## src/rtl/mc_pkg.sv

```systemverilog
// Shared encodings, state enum and control-word layout for the multi-cycle MIPS controller.
package mc_pkg;

  localparam logic [5:0] OP_RTYPE = 6'h00;
  localparam logic [5:0] OP_J     = 6'h02;
  localparam logic [5:0] OP_BEQ   = 6'h04;
  localparam logic [5:0] OP_ORI   = 6'h0d;
  localparam logic [5:0] OP_LUI   = 6'h0f;
  localparam logic [5:0] OP_LW    = 6'h23;
  localparam logic [5:0] OP_SW    = 6'h2b;

  localparam logic [5:0] FN_ADDU  = 6'h21;
  localparam logic [5:0] FN_SUBU  = 6'h23;

  // Must match the existing ALU decoder.
  localparam logic [1:0] ALU_ZERO = 2'b00;
  localparam logic [1:0] ALU_ADD  = 2'b01;
  localparam logic [1:0] ALU_SUB  = 2'b10;
  localparam logic [1:0] ALU_OR   = 2'b11;

  localparam logic [1:0] SRCA_PC   = 2'b00;
  localparam logic [1:0] SRCA_REG  = 2'b01;
  localparam logic [1:0] SRCA_ZERO = 2'b10;

  localparam logic [1:0] SRCB_REG  = 2'b00;
  localparam logic [1:0] SRCB_FOUR = 2'b01;
  localparam logic [1:0] SRCB_IMM  = 2'b10;
  localparam logic [1:0] SRCB_BOFF = 2'b11;

  localparam logic [1:0] EXT_ZERO  = 2'b00;
  localparam logic [1:0] EXT_SIGN  = 2'b01;
  localparam logic [1:0] EXT_UPPER = 2'b10;

  localparam logic [1:0] PCSRC_ALU    = 2'b00;
  localparam logic [1:0] PCSRC_ALUOUT = 2'b01;
  localparam logic [1:0] PCSRC_JUMP   = 2'b10;

  typedef enum logic [3:0] {
    S_FETCH, S_DECODE, S_EXEC_R, S_R_WB, S_EXEC_I, S_I_WB, S_MEM_ADDR,
    S_MEM_RD, S_MEM_WB, S_MEM_WR, S_BRANCH, S_JUMP, S_ILLEGAL
  } state_t;

  typedef struct packed {
    logic [1:0] alu_op;
    logic [1:0] src_a;
    logic [1:0] src_b;
    logic [1:0] ext_op;
    logic       pc_write;
    logic [1:0] pc_src;
    logic       ir_write;
    logic       mem_write;
    logic       reg_write;
    logic       reg_dst;
    logic       mem_to_reg;
    logic       halted;
  } ctrl_t;

  // Final state of every legal instruction; leaving it retires the instruction.
  function automatic logic is_retire_state(input state_t s);
    return s inside {S_R_WB, S_I_WB, S_MEM_WB, S_MEM_WR, S_BRANCH, S_JUMP};
  endfunction

endpackage

```

## src/rtl/mc_ctrl_out.sv

```systemverilog
// Combinational state -> control-word decoder.
// MC_CTRL_ILLEGAL_TRAP_EN makes ILLEGAL raise halted.
module mc_ctrl_out
  import mc_pkg::*;
(
  input  state_t     state,
  input  logic [5:0] opcode,
  input  logic [5:0] funct,
  input  logic       z,
  output ctrl_t      ctrl
);

  always_comb begin
    ctrl = '0;
    case (state)
      S_FETCH: begin
        ctrl.ir_write = 1'b1;
        ctrl.src_a    = SRCA_PC;
        ctrl.src_b    = SRCB_FOUR;
        ctrl.alu_op   = ALU_ADD;
        ctrl.pc_src   = PCSRC_ALU;
        ctrl.pc_write = 1'b1;
      end
      // Branch target is precomputed into ALUOut while the opcode is decoded.
      S_DECODE: begin
        ctrl.src_a  = SRCA_PC;
        ctrl.src_b  = SRCB_BOFF;
        ctrl.alu_op = ALU_ADD;
        ctrl.ext_op = EXT_SIGN;
      end
      S_EXEC_R: begin
        ctrl.src_a = SRCA_REG;
        ctrl.src_b = SRCB_REG;
        case (funct)
          FN_ADDU: ctrl.alu_op = ALU_ADD;
          FN_SUBU: ctrl.alu_op = ALU_SUB;
          default: ctrl.alu_op = ALU_ZERO;
        endcase
      end
      S_R_WB: begin
        ctrl.reg_write = 1'b1;
        ctrl.reg_dst   = 1'b1;
      end
      // lui is an OR of zero with imm<<16.
      S_EXEC_I: begin
        ctrl.src_a  = (opcode == OP_LUI) ? SRCA_ZERO : SRCA_REG;
        ctrl.src_b  = SRCB_IMM;
        ctrl.ext_op = (opcode == OP_LUI) ? EXT_UPPER : EXT_ZERO;
        ctrl.alu_op = ALU_OR;
      end
      S_I_WB: ctrl.reg_write = 1'b1;
      S_MEM_ADDR: begin
        ctrl.src_a  = SRCA_REG;
        ctrl.src_b  = SRCB_IMM;
        ctrl.ext_op = EXT_SIGN;
        ctrl.alu_op = ALU_ADD;
      end
      S_MEM_WB: begin
        ctrl.reg_write  = 1'b1;
        ctrl.mem_to_reg = 1'b1;
      end
      S_MEM_WR: ctrl.mem_write = 1'b1;
      S_BRANCH: begin
        ctrl.src_a    = SRCA_REG;
        ctrl.src_b    = SRCB_REG;
        ctrl.alu_op   = ALU_SUB;
        ctrl.pc_src   = PCSRC_ALUOUT;
        ctrl.pc_write = z;
      end
      S_JUMP: begin
        ctrl.pc_src   = PCSRC_JUMP;
        ctrl.pc_write = 1'b1;
      end
      S_ILLEGAL: begin
`ifdef MC_CTRL_ILLEGAL_TRAP_EN
        ctrl.halted = 1'b1;
`endif
      end
      default: ctrl = '0;
    endcase
  end

endmodule

```

## src/rtl/mc_ctrl.sv

```systemverilog
// Multi-cycle MIPS control FSM with retired-instruction counter.
// MC_CTRL_ILLEGAL_TRAP_EN turns ILLEGAL into a terminal halt state; otherwise it is a NOP.
module mc_ctrl
  import mc_pkg::*;
#(
  parameter int CNT_W = 32
) (
  input  logic             clk,
  input  logic             reset,
  input  logic [5:0]       opcode,
  input  logic [5:0]       funct,
  input  logic             z,
  output logic [1:0]       ALUop,
  output logic [1:0]       alu_src_a,
  output logic [1:0]       alu_src_b,
  output logic [1:0]       ext_op,
  output logic             pc_write,
  output logic [1:0]       pc_src,
  output logic             ir_write,
  output logic             mem_write,
  output logic             reg_write,
  output logic             reg_dst,
  output logic             mem_to_reg,
  output logic [CNT_W-1:0] retired,
  output logic             halted
);

  state_t state;
  state_t next_state;
  ctrl_t  ctrl;
  logic   retire;

  always_ff @(posedge clk or posedge reset) begin
    if (reset) state <= S_FETCH;
    else       state <= next_state;
  end

  always_comb begin
    next_state = state;
    case (state)
      S_FETCH:  next_state = S_DECODE;
      S_DECODE: begin
        case (opcode)
          OP_RTYPE:      next_state = S_EXEC_R;
          OP_ORI, OP_LUI: next_state = S_EXEC_I;
          OP_LW, OP_SW:  next_state = S_MEM_ADDR;
          OP_BEQ:        next_state = S_BRANCH;
          OP_J:          next_state = S_JUMP;
          default:       next_state = S_ILLEGAL;
        endcase
      end
      S_EXEC_R:   next_state = S_R_WB;
      S_EXEC_I:   next_state = S_I_WB;
      S_MEM_ADDR: next_state = (opcode == OP_SW) ? S_MEM_WR : S_MEM_RD;
      S_MEM_RD:   next_state = S_MEM_WB;
      S_R_WB, S_I_WB, S_MEM_WB, S_MEM_WR, S_BRANCH, S_JUMP:
                  next_state = S_FETCH;
`ifdef MC_CTRL_ILLEGAL_TRAP_EN
      S_ILLEGAL:  next_state = S_ILLEGAL;
`else
      S_ILLEGAL:  next_state = S_FETCH;
`endif
      default:    next_state = S_FETCH;
    endcase
  end

`ifdef MC_CTRL_ILLEGAL_TRAP_EN
  assign retire = is_retire_state(state);
`else
  assign retire = is_retire_state(state) || (state == S_ILLEGAL);
`endif

  always_ff @(posedge clk or posedge reset) begin
    if (reset)       retired <= '0;
    else if (retire) retired <= retired + CNT_W'(1);
  end

  mc_ctrl_out u_out (
    .state  (state),
    .opcode (opcode),
    .funct  (funct),
    .z      (z),
    .ctrl   (ctrl)
  );

  // Reset forces FETCH, whose enables must not reach the datapath until reset drops.
  assign pc_write   = ctrl.pc_write  & ~reset;
  assign ir_write   = ctrl.ir_write  & ~reset;
  assign mem_write  = ctrl.mem_write & ~reset;
  assign reg_write  = ctrl.reg_write & ~reset;
  assign ALUop      = ctrl.alu_op;
  assign alu_src_a  = ctrl.src_a;
  assign alu_src_b  = ctrl.src_b;
  assign ext_op     = ctrl.ext_op;
  assign pc_src     = ctrl.pc_src;
  assign reg_dst    = ctrl.reg_dst;
  assign mem_to_reg = ctrl.mem_to_reg;
  assign halted     = ctrl.halted;

endmodule

```

## config.mk

```make
export PLATFORM = sky130hd
export DESIGN_NAME = mc_ctrl
export DESIGN_NICKNAME = d
export VERILOG_FILES = /design/src/rtl/mc_pkg.sv /design/src/rtl/mc_ctrl_out.sv /design/src/rtl/mc_ctrl.sv
export SDC_FILE = /design/constraint.sdc
export NUM_CORES = 1
export LEC_CHECK = 0
export BUFFER_PORTS_ARGS = -buffer_cell sky130_fd_sc_hd__buf_2
export CAP_MARGIN = 5
export CORE_ASPECT_RATIO = 1.1
export CORE_UTILIZATION = 51
export CTS_CLUSTER_DIAMETER = 150
export DETAILED_ROUTE_END_ITERATION = 7
export GPL_TIMING_DRIVEN = 0
export PLACE_DENSITY = 0.8
export SLEW_MARGIN = 20
export SYNTH_ARGS = -nofsm -noshare
export SYNTH_HDL_FRONTEND = slang
export SYNTH_SLANG_ARGS = --single-unit
```

## constraint.sdc

```tcl
create_clock -name clk -period 4.9 [get_ports clk]
set_input_delay 0.245 -clock clk [delete_from_list [all_inputs] [get_ports clk]]
set_output_delay 0.245 -clock clk [all_outputs]
set_load 0.01 [all_outputs]
```

==> run summary, run 1 <==
Outcome = finished clean
DRT Pass-1 Iters = 4
Clk pin slew, worst setup/hold paths = 0.08 ns
Top-Level Pins = 64
Final hold vios = 0
GRT Overall Usage = 0.235
Root Buffer = clkbuf_8
Grt ovf = 0
Fmax = 0.434 GHz
Detailed placement HPWL = 3200 um
ANT cells = 0
Number of I/O port buffers = 62
First-pass GRT wire length = 7260 um
Setup Crit Path Kind = reg -> out
CTS tree = yes
Syn-to-layout area delta = 24.2%
Total CTS buffers = 5
Number of synthesized register bits = 36
Worst VDD drop = 0.304 mV
Syn Area/Cell = 9.91 um^2
Most frequent cells in the layout = buf_2, dfrtp_1, xnor2_1
RSZ-0062 raised after global routing = false
# setup viols final = 0
Startpoint Class = register
Leakage = 1.27 nW
Initial core utilization = 0.539
Largest net degree at the start of global routing = 38
Vias in the first global route = 1622
Cell Area, Synth = 2000 um^2
Tcrit/Tclk final = 0.471
Synth cell types = 41
Yosys synthesis warning count = 0
Die H = 67.7 um
R2R cell count = 6
Post-route ant nets = 0
RePlAce Congestion = 0.831
Number of DRC markers in iteration 0 = 126
Sequential-to-total area share from yosys stat = 0.450
H-tree Lvls = 2
Post-Synthesis Cells = 202
Tmin final = 2.31 ns
Setup TNS Final = 0 ns
Worst slew pin tran = 0.752 ns
Hold Crit Class = in -> async
Syn_nets = 218
Die footprint = 4180 um^2
Antenna violations before repair = 0
Drt via density = 5.49
CTS sink count = 36
DR WL/cell = 14.0 um
Buffer depth of the longest clock path = 2
Post-synth top area share = 0.450
Setup crit end kind = output port
Ranking of synthesized cells by area = dfrtp_1, xnor2_1, xor2_1, nand3_1, and3_1
Required arrival time at the worst endpoint = 4.66 ns
Routed WL = 4500 um
Max_cap viols = 0
CP max FO = 10
Cell taking the most area after synthesis = dfrtp_1
Power Total = 1.03 mW
Post-CTS resize count = 0
Ratio of cells with drive above 1 in the final layout = 0.305
Row count = 23
Clock Skew = 0.00997 ns
Residual DRC count = 0
Core footprint = 3710 um^2
# Post-CTS Setup Buffers = 0
Hold Buf Count CTS = 0
Max Slew Vio Count = 0
Die X = 61.7 um
Vias = 1768
Worst-Skew Late Latency = 0.29 ns
Slew headroom = 0.498
Power Dens Cells = 413 nW/um^2
Final nets = 287
Arrival time at the worst endpoint = 2.06 ns
Most common cell after layout, fill and taps aside = buf_2
-- cells by family (layout without fill, tap and decap cells) --
group / after synthesis / in the layout / synth area share
xor gates and xnor gates: 31 / 31 / 0.136
muxes: 2 / 2 / 0.0112
and+or+nand+nor: 90 / 90 / 0.251
adders and majority gates: 1 / 1 / 0.00625
AOI/OAI and AO/OA: 26 / 26 / 0.109
other: 1 / 1 / 0.00187
buffers and inverters: 15 / 85 / 0.0344
DFF: 36 / 36 / 0.450
-- layout make-up --
cell class / instances / area, um^2
inverters: 4 / 15.0
clock buffers: 5 / 68.8
flip-flops and latches: 36 / 901
plain buffers: 11 / 53.8
repair buffers: 62 / 310
multi-input cells: 151 / 1030
well taps: 50 / 62.6
clock inverters: 3 / 42.5
fillers: 322 / 1230
-- where the power goes --
group | internal [mW] | switching (mW) | leakage [nW]
Clock | 0.151 | 0.109 | 0.0541
Sequential | 0.333 | 0.0540 | 0.488
Combinational | 0.157 | 0.223 | 0.722
Total | 0.640 | 0.387 | 1.26
-- Yosys cell counts --
cell type / n
or2_2: 1
nor3b_1: 2
buf_2: 1
buf_4: 3
a221oi_4: 2
nor2b_1: 1
nand3_1: 16
inv_2: 1
nand4_1: 7
or3_1: 1
nand2b_1: 4
and4_1: 5
and3_1: 10
a211oi_1: 1
and4b_1: 2
a21o_4: 1
o21ai_2: 1
clkbuf_1: 7
nor2_1: 16
o21bai_1: 1
nor4_1: 2
nor3_1: 7
mux2_2: 2
o22a_1: 1
o31a_1: 1
ha_1: 1
a41oi_1: 1
a21oi_1: 11
xor2_1: 10
a221o_1: 1
xnor2_1: 21
nor4b_1: 3
inv_1: 3
dfrtp_1: 36
o211ai_1: 2
nand3b_1: 3
o21a_1: 1
o21ai_0: 1
nand2_1: 10
conb_1: 1
a22o_1: 1
-- critical path, stage by stage (launching register included) --
cell      delay, ns
dfrtp_1        0.48
clkbuf_1       0.37
clkbuf_1       0.39
a21oi_1        0.13
a211oi_1       0.23
buf_2          0.17
-- metrics by stage --
step	area [um^2]	worst slack (ns)	utilization	hold slack, ns	cells
floorplan	2000	3.15	-	0.421	202
global placement	2370	2.89	0.640	0.459	314
detailed placement	2370	2.94	0.640	0.455	314
CTS	2490	2.62	0.670	0.136	322
global route	2490	2.43	0.670	0.187	322
finish	2490	2.59	0.670	0.107	322
-- per-layer routing --
| metal | global-route usage | wire, um | vias to the layer above |
|---|---|---|---|
| li1 | - | - | 859 |
| met1 | 0.302 | 2030 | 839 |
| met2 | 0.380 | 2150 | 64 |
| met3 | 0.0536 | 252 | 6 |
| met4 | 0.0917 | 63 | 0 |
| met5 | 0 | 0 | - |
-- path summary, 6_finish.rpt --
kind                        startpoint           end  slack (ns)
max in group asynchronous        reset   retired[23]        4.31
hold / removal                   reset   retired[25]        0.11
setup / recovery              state[2]  alu_src_a[0]        2.59
setup reg to reg              state[3]   retired[31]        2.92
hold reg to reg            retired[31]   retired[31]        0.47
min in group clk             opcode[4]      state[1]        0.30
-- flip-flops by register name, summed over array words and instances, names as in the netlist --
signal	flops
retired	32
state	4
(Power assumes the default switching activity.)
==> run 2, diff against run 1 <==
Settings changed: CORE_UTILIZATION 51 to 46, PLACE_DENSITY 0.8 to 0.76.
Clock period 4.9 ns to 1.94 ns, I/O delays scaled along.
==> run 2 against run 1 <==
  * Register-to-register slack got worse by 2.8 ns
  * Sequential share of layout area decreased by 0.41 points
  * Critical path type is now reg -> reg
  * Combinational power increased to 2.6 times the previous value
  * First-iteration DRC count decreased by 28%
  * Cell area increased by 1.6%
  * Die area increased by 11%
  * Cell count increased by 1.6%
  * Hold slack improved by 0.059 ns
  * Critical path depth increased by 1
  * Via count decreased by 0.28%
  * Clock power increased by 120%
  * Global-route usage decreased by 3.4 points
==> run summary, run 2 (synthesis results as in run 1) <==
Outcome = finished clean (unchanged)
ANT cells = 0 (unchanged)
Slew headroom = 0.513 (was 0.498)
Max reg flops = 32 (unchanged)
Initial core utilization = 0.494 (was 0.539)
Worst setup margin = 0.0950 ns (was 2.59 ns)
Largest register by flop count = retired (unchanged)
Die footprint = 4620 um^2 (was 4180 um^2)
Ratio of cells with drive above 1 in the final layout = 0.338 (was 0.305)
Clock Skew = 0.00657 ns (was 0.00997 ns)
Startpoint Class = register (unchanged)
Required arrival time at the worst endpoint = 2.12 ns (was 4.66 ns)
CTS tree = yes (unchanged)
Tcrit/Tclk final = 0.951
Core footprint = 4050 um^2 (was 3710 um^2)
Die H = 71.2 um (was 67.7 um)
Drt via density = 5.39 (was 5.49)
CP max FO = 10 (unchanged)
Power Dens Cells = 1000 nW/um^2 (was 413 nW/um^2)
Antenna violations before repair = 0 (unchanged)
Worst VDD drop = 0.623 mV (was 0.304 mV)
H-tree Lvls = 2 (unchanged)
# setup viols final = 0 (unchanged)
Detailed placement HPWL = 3110 um (was 3200 um)
Number of DRC markers in iteration 0 = 91 (was 126)
Vias = 1763 (was 1768)
Setup Crit Path Kind = reg -> reg (was reg -> out)
Max Slew Vio Count = 0 (unchanged)
Post-route ant nets = 0 (unchanged)
Grt ovf = 0 (unchanged)
DR WL/cell = 13.1 um (was 14.0 um)
Clk pin slew, worst setup/hold paths = 0.07 ns (was 0.08 ns)
First-pass GRT wire length = 7250 um (was 7260 um)
Hold Crit Class = in -> reg (was in -> async)
Setup crit end kind = register (was output port)
RePlAce Congestion = 0.832 (was 0.831)
Worst slew pin tran = 0.729 ns (was 0.752 ns)
Total CTS buffers = 5 (unchanged)
Residual DRC count = 0 (unchanged)
Power Total = 2.53 mW (was 1.03 mW)
Die X = 64.9 um (was 61.7 um)
Number of I/O port buffers = 62 (unchanged)
Final core utilization = 0.623 (was 0.670)
Final hold vios = 0 (unchanged)
Worst-Skew Late Latency = 0.29 ns (about the same)
Syn-to-layout area delta = 26.1% (was 24.2%)
Root Buffer = clkbuf_8 (unchanged)
Top-Level Pins = 64 (unchanged)
Setup TNS Final = 0 ns (unchanged)
DRT Pass-1 Iters = 4 (unchanged)
Vias in the first global route = 1605 (was 1622)
Final nets = 291 (was 287)
Most common cell after layout, fill and taps aside = buf_2 (unchanged)
Fmax = 0.542 GHz
Largest registers = retired (32), state (4) (unchanged)
Arrival time at the worst endpoint = 2.02 ns (was 2.06 ns)
Most frequent cells in the layout = buf_2, dfrtp_1, xnor2_1 (unchanged)
Largest net degree at the start of global routing = 38 (unchanged)
Buffer depth of the longest clock path = 2 (unchanged)
Routed WL = 4270 um (was 4500 um)
Pre-CTS WS = -0.0728 ns (was 2.94 ns)
# fillers = 366 (was 322)
Max_cap viols = 0 (unchanged)
Leakage = 1.29 nW (was 1.27 nW)
Tmin final = 1.84 ns
Row count = 24 (was 23)
CTS sink count = 36 (unchanged)
GRT Overall Usage = 0.202 (was 0.235)
Min Hold Slack = 0.165 ns (was 0.107 ns)
## run 2: through the flow
step	std cells	cell area [um^2]
6_report	327	2520
5_1_grt	327	2520
2_1_floorplan	202	2000
3_3_place_gp	316	2380
4_1_cts	325	2490
3_5_place_dp	316	2380
## run 2: worst paths after layout
check                              endpoint  cells after the start   startpoint  slack (ns)
worst max-delay path            retired[31]                      6     state[3]         0.1
worst min-delay path               state[1]                      4    opcode[4]        0.17
worst max register to register  retired[31]                      6     state[3]         0.1
worst min register to register  retired[31]                      1  retired[31]        0.47
max in group asynchronous          state[2]                      3        reset        0.91
min in group asynchronous       retired[26]                      3        reset        0.52
## run 2: worst max-delay path, stage by stage (launching register included)
cell and delay (ns):
dfrtp_2 0.48, a21o_4 0.27, a221oi_4 0.28, and3_1 0.23, buf_4 0.19, nand4_1 0.14, xnor2_1 0.15
## run 2: layout make-up
class,instances,area (um^2),share of cell area
multi-input cells,151,1040,0.412
flip-flops and latches,36,905,0.358
repair buffers,66,343,0.136
clock buffers,7,96.3,0.0382
well taps,52,65.1,0.0258
plain buffers,11,61.3,0.0243
inverters,4,15.0,0.00595
## run 2: repair_timing
item                                    4_1_cts  5_1_grt
buffers inserted                              1        2
gates resized for setup                       2       11
hold buffers                                  1        0
pin swaps                                     1        1
hold endpoints to repair                     28        0
endpoints found under the setup margin       15       13
## run 2: metal layers
layer | wire [um] | global-route usage
met4 | 73 | 0.0864
met1 | 2010 | 0.274
met5 | 0 | 0
met3 | 248 | 0.0435
met2 | 1940 | 0.309
## run 2: report_power, final
group          internal (mW)  switching, mW
sequential             0.845          0.140
combinational          0.430          0.553
clock                  0.316          0.248
